===== src/rtl/prog_counter.sv =====
// Programmable up/down counter over the range [0, lim] with wrap or saturate
// behaviour at the terminal value, a registered wrap pulse and a saturation flag.
module prog_counter #(
  parameter int N = 6
) (
  input  logic         clk,
  input  logic         rst,
  input  logic         en,
  input  logic         ld,
  input  logic [N-1:0] initld,
  input  logic         up,
  input  logic [N-1:0] lim,
  input  logic         sat,
  output logic [N-1:0] out,
  output logic         co,
  output logic         tc,
  output logic         hold
);

  localparam logic [N-1:0] ONE_VAL = {{(N-1){1'b0}}, 1'b1};

  logic [N-1:0] term_val;
  logic [N-1:0] step_val;
  logic [N-1:0] wrap_val;
  logic         at_end;

  // Counting up, anything at or above lim is treated as end-of-range so an
  // out-of-range load recovers on the next step. Counting down, a value above
  // lim simply decrements back into range; only 0 is the end.
  // NOTE: every signal driven here gets a value on every path, so no latch is inferred.
  always_comb begin
    term_val = up ? lim : '0;
    wrap_val = up ? '0 : lim;
    step_val = up ? (out + ONE_VAL) : (out - ONE_VAL);
    at_end   = up ? (out >= lim) : (out == '0);
  end

  assign tc = (out == term_val);

  // NOTE: state registers use non-blocking assignments so all flops update together.
  always_ff @(posedge clk) begin
    if (rst) begin
      out  <= '0;
      co   <= 1'b0;
      hold <= 1'b0;
    end else if (ld) begin
      out  <= initld;
      co   <= 1'b0;
      hold <= 1'b0;
    end else if (en) begin
      if (!at_end) begin
        out  <= step_val;
        co   <= 1'b0;
        hold <= 1'b0;
      end else if (sat) begin
        out  <= term_val;
        co   <= 1'b0;
        hold <= 1'b1;
      end else begin
        out  <= wrap_val;
        co   <= 1'b1;
        hold <= 1'b0;
      end
    end else begin
      // co is a one-cycle pulse; the count and saturation flag are kept.
      co <= 1'b0;
    end
  end

endmodule


===== config.mk =====
export PLATFORM = sky130hd
export DESIGN_NAME = prog_counter
export DESIGN_NICKNAME = d
export VERILOG_FILES = /design/src/rtl/prog_counter.sv
export SDC_FILE = /design/constraint.sdc
export NUM_CORES = 1
export LEC_CHECK = 0
export BUFFER_PORTS_ARGS = -buffer_cell sky130_fd_sc_hd__buf_2
export CAP_MARGIN = 20
export CORE_MARGIN = 4
export CORE_UTILIZATION = 50
export DETAILED_ROUTE_END_ITERATION = 6
export HOLD_SLACK_MARGIN = 0.08
export PLACE_DENSITY = 0.87
export SLEW_MARGIN = 20
export SYNTH_ARGS = -nofsm -noshare
export SYNTH_HDL_FRONTEND = slang
export SYNTH_SLANG_ARGS = --single-unit
export TNS_END_PERCENT = 5

===== constraint.sdc =====
create_clock -name clk -period 2.2 [get_ports clk]
set_input_delay 0.11 -clock clk [delete_from_list [all_inputs] [get_ports clk]]
set_output_delay 0.11 -clock clk [all_outputs]
set_load 0.05 [all_outputs]

==> metrics.txt, run 1 <==
status finished clean; DR iter-0 viols 42; Layout area overhead 19.8%; max-cap violations 0; CP required 2.36 ns; first-pass GRT wire length 4.08 mm; sequential share of the synthesized area approximately 18%; Unique masters post-synth 34; Routed WL per cell 14.9 um; post-cts sizing count 0; drt total wl roughly 2.4 mm; min Tclk post-route 2.03 ns; antenna cell count 0; DR pass1 iterations 4; NetSw about 0.25 mW; crit path DAT 2.19 ns; Final Cycle Share 92.3%; crit-path cells ha_1, a211oi_1, o21bai_1, a21oi_1, xnor2_1, a311o_1; Ys Warns 0; largest net degree at the start of global routing 16; Clock Pin Slew Worst Setup and Hold Paths approximately 0.06 ns; Sw Share between 40% and 50%; Layout Nets 170; relative slew slack a little over half; post-layout util 67.0%; critical path peak fanout 8; leading cell types in the layout, fill and taps excluded buf_2, nand2_1, a21oi_1, ha_1, inv_1; Worst Clk Skew 0.00797 ns; Initial Util 55.9%; Max VDD drop around 0.34 mV; gpl congestion a little under 0.9; CTS buffer count 3; Largest delay share family, worst path compound AO/OA/AOI/OAI gates; Min Hold Slack 0.134 ns; core area 1590 um^2; CP max-delay cell dfxtp_1; setup bufs post-CTS 0; commonest non-fill, non-tap cell in the layout buf_2; vias 979; Leakage approximately 0.49 nW; initial antenna violation count 0; CP Class flop to flop; Internal between 0.3 and 0.4 mW; area of the mapped netlist between 800 and 900 um^2; Clock Tree Root clkbuf_4; antenna-violating nets left 0; Worst setup SP type flop; Fmax achieved 492 MHz; Setup crit end kind flop; Syn Inst Count 112; max-slew violation count 0; most common flop cell mapped by yosys dfxtp_1; DP Wirelength 1.86 mm; Clk network pwr share 21.2%; setup_tns 0 ns; Final Hold Violating Endpoints 0; clk_lat worst skew 0.27 ns; pre-CTS setup slack 0.191 ns; vias in the first global route 880; Die Footprint approximately 2500 um^2; GRT Total Usage 20.9%; Hold-fix buffers, CTS 1; FP Rows 14; Avg Cell Area, Syn 7.95 um^2; Reg power frac 30.6%; CTS Sinks 8; Ports 27; EDFF count, synth 0; Die H about 50 um; unrepaired setup endpoints after global routing no; worst path bufs/invs 0; fin worst setup slack 0.169 ns; Worst Max-Slew Pin Slew 0.682 ns; Combinational Power Share 48.2%; Buffers on Ports 26; Yosys reg bits 8; DR DRC count 0; Post-Syn Nets 141; Hold WC Path Type input port to flop; Max Buffers Root-to-Sink 2; layout cells sized above 1 25.9%; asr flop ratio synth 0%; TritonCTS clock tree done; vias per std cell about 6; Die Width 50.2 um; H-tree depth 1; GRT overflow 0; pwr dens 539 nW/um^2; Worst path max stage delay 0.52 ns; final setup fails 0
[final timing paths]
check / start / endpoint / slack (ns) / cells after the start
worst max-delay path: out[1] / out[5] / 0.17 / 6
worst min-delay path: rst / hold / 0.13 / 2
worst max register to register: out[1] / out[5] / 0.17 / 6
worst min register to register: hold / hold / 0.55 / 3
[cells by family after synthesis]
kind of cell    synth area share, %
simple gates                   20.4
fa+ha+maj                      16.3
xor+xnor                       8.85
buf+inv                        7.02
flops                          18.0
compound gates                 29.5
[cells in the mapped netlist (2+ instances only)]
| master | count | area [um^2] |
|---|---|---|
| buf_2 | 2 | 10.0 |
| o211ai_1 | 5 | 37.5 |
| a31oi_1 | 2 | 12.5 |
| nor3_1 | 4 | 20.0 |
| xnor2_1 | 6 | 52.6 |
| inv_1 | 8 | 30.0 |
| nor2_1 | 2 | 7.51 |
| a21o_1 | 4 | 30.0 |
| o21ai_0 | 6 | 30.0 |
| nand3_1 | 2 | 10.0 |
| nand2_1 | 11 | 41.3 |
| ha_1 | 10 | 125 |
| xor2_1 | 3 | 26.3 |
| dfxtp_1 | 8 | 160 |
| o221ai_1 | 5 | 43.8 |
| nor3b_1 | 6 | 45.0 |
| a21oi_1 | 11 | 55.1 |
[metal layers]
layer	share of wire, %	global-route usage (%)	routed length [um]
met1	44	26.3	1060
met2	46	33.0	1110
met3	7.9	4.73	192
met4	2.7	11.1	66
met5	0	0	0
[worst register-to-register path, stage by stage, from the launching register on]
cell and delay (ns):
dfxtp_1 0.52, ha_1 0.32, a211oi_1 0.31, o21bai_1 0.14
a21oi_1 0.19, xnor2_1 0.09, a311o_1 0.35
[flip-flops by register name, indices dropped and copies added, names as in the netlist]
signal,cells
hold,1
out,6
co,1
[power groups by stage]
stage | Clock (mW) | Sequential, mW | Combinational [mW]
2_1_floorplan | 0 | 0.219 | 0.160
5_1_grt | 0.137 | 0.178 | 0.300
3_5_place_dp | 0 | 0.178 | 0.271
6_report | 0.122 | 0.176 | 0.277
3_3_place_gp | 0 | 0.178 | 0.262
4_1_cts | 0.124 | 0.175 | 0.274
[cell type report]
type | instances | area, um^2
Clock buffer | 3 | 22.5
Multi-Input combinational cell | 91 | 668
Fill cell | 141 | 527
Inverter | 8 | 30.0
Timing Repair Buffer | 29 | 155
Sequential cell | 8 | 161
Tap cell | 24 | 30.0
[per-stage QoR]
step,power (mW),instances,area [um^2]
after floorplan,0.379,112,892
after global placement,0.440,159,1030
after detailed placement,0.449,159,1030
after CTS,0.573,163,1070
after global routing,0.615,163,1070
final,0.575,163,1070
(Power assumes the default switching activity.)
==> run 2, diff against run 1 <==
--- a/config.mk
+++ b/config.mk
@@ -6,9 +6,10 @@
 export NUM_CORES = 1
 export LEC_CHECK = 0
 export BUFFER_PORTS_ARGS = -buffer_cell sky130_fd_sc_hd__buf_2
-export CAP_MARGIN = 20
+export CAP_MARGIN = 0
 export CORE_MARGIN = 4
 export CORE_UTILIZATION = 50
+export CTS_BUF_LIST = sky130_fd_sc_hd__clkbuf_16
 export DETAILED_ROUTE_END_ITERATION = 6
 export HOLD_SLACK_MARGIN = 0.08
 export PLACE_DENSITY = 0.87
==> run 2 against run 1 <==
  * Final cell count fell by 0.61%
  * Hold slack got worse by 0.030 ns
  * Die area did not move
  * Critical endpoint unchanged
  * Combinational power barely moved
  * Largest power group is now clock
  * Flip-flop and latch count did not move
  * Clock power rose to 2.6 times the previous value
  * Sequential power barely moved
==> metrics.txt, run 2 (same netlist as run 1, synthesis figures left out) <==
status finished clean; largest net degree at the start of global routing 16; unrepaired setup endpoints after global routing no; DR DRC count 0; Leakage 0.513 nW; FP Rows 14; HP Start sat; GRT Total Usage 22.1%; H-tree depth 1; max-slew violation count 0; Worst Clk Skew 0.000674 ns; setup bufs post-CTS 0; Hold-fix buffers, CTS 0; antenna cell count 0; post-place instance area about 1000 um^2; vias per std cell 6.11; final instance area 1110 um^2; crit path DAT roughly 2.1 ns; worst r2r src out[0]; Clock Pin Slew Worst Setup and Hold Paths 0.04 ns; Buffers on Ports 26; Worst setup SP type flop; CP Class flop to flop; Regs by FF count out: 6 flops, co: 1 flops, hold: 1 flops; Setup crit end kind flop; leading cell types in the layout, fill and taps excluded buf_2, nand2_1, a21oi_1, ha_1, inv_1; Max Buffers Root-to-Sink 2; pwr dens 692 nW/um^2; critical path peak fanout 8; CP required 2.32 ns; DP Wirelength 1.86 mm; DR iter-0 viols between 50 and 60; Ports 27; Hold WC Path Type input port to flop; Routed WL per cell between 15 and 20 um; Worst Max-Slew Pin Slew 0.742 ns; CTS buffer count 3; DR pass1 iterations 4; GRT overflow 0; relative slew slack 50.4%; Layout area overhead 24.6%; TritonCTS clock tree done; Crit. Startpoint out[0]; Max VDD drop ~0.6 mV; Clock Tree Root clkbuf_16; Final Hold Violating Endpoints 0; Fmax achieved approximately 500 MHz; vias in the first global route between 900 and 1,000; antenna-violating nets left 0; max-cap violations 0; gpl congestion 0.880; first-pass GRT wire length 4.26 mm; drt total wl 2.58 mm; Layout Nets 169; Largest register FFs 6; clk_lat worst skew 0.24 ns; commonest non-fill, non-tap cell in the layout buf_2; Die Width between 50 and 60 um; post-cts sizing count 0; layout cells sized above 1 26.1%; Initial Util 55.9%; CTS Sinks 8; Die Footprint approximately 2500 um^2; final setup fails 0; Final Cycle Share between 90 and 100%; fillcell total 134; post-layout util 69.6%; min Tclk post-route 2.00 ns; Top reg by flops out; Die H roughly 50 um; setup_tns 0 ns; core area 1590 um^2; vias 990; initial antenna violation count 0
-- run 2: cell count changes in the layout (fill, tap and decap cells not counted) --
cell / before / now
clkbuf_16: 0 / 3
clkbuf_4: 3 / 0
dlygate4sd3_1: 1 / 0
-- run 2: routing by layer --
metal / GRT usage [%] / part of all wire [%] / vias to the layer above / wire length, um
met5: 0 / 0 / - / 0
met4: 13.4 / 3.4 / 0 / 88
met3: 5.62 / 9.8 / 14 / 254
met2: 35.2 / 46 / 55 / 1200
met1: 26.5 / 40 / 447 / 1040
li1: - / - / 474 / -
-- run 2: final cells by class --
| cell class | instances | area, um^2 | share of cell area [%] |
|---|---|---|---|
| Multi-Input combinational cell | 91 | 668 | 60.2 |
| Clock buffer | 3 | 75.1 | 6.76 |
| Timing Repair Buffer | 28 | 145 | 13.1 |
| Inverter | 8 | 30.0 | 2.71 |
| Tap cell | 24 | 30.0 | 2.71 |
| Sequential cell | 8 | 161 | 14.5 |
-- run 2: report_power, final --
group / internal, mW / switching [mW]
registers: 0.158 / 0.0189
logic: 0.106 / 0.171
clock network: 0.235 / 0.0791
-- run 2: worst max-delay path: stages (launching register included) --
cell	delay, ns
dfxtp_2	0.40
inv_1	0.10
ha_1	0.27
nand2b_1	0.09
a31oi_1	0.08
o211a_2	0.33
or2_1	0.31
a311o_1	0.29
-- run 2: final timing paths --
| check | endpoint | slack (ns) | cells past startpoint |
|---|---|---|---|
| hold / removal | co | 0.10 | 2 |
| hold reg to reg | hold | 0.57 | 3 |
| setup / recovery | out[5] | 0.20 | 7 |
| setup reg to reg | out[5] | 0.20 | 7 |
-- run 2: through the flow --
stage	total power, mW	setup WS (ns)	cells	hold slack (ns)
after floorplan	0.379	0.0783	112	0.188
after global placement	0.440	0.293	159	0.341
final	0.768	0.201	162	0.104
after global routing	0.808	0.124	162	0.111
after detailed placement	0.449	0.191	159	0.335
after CTS	0.769	0.218	162	0.101
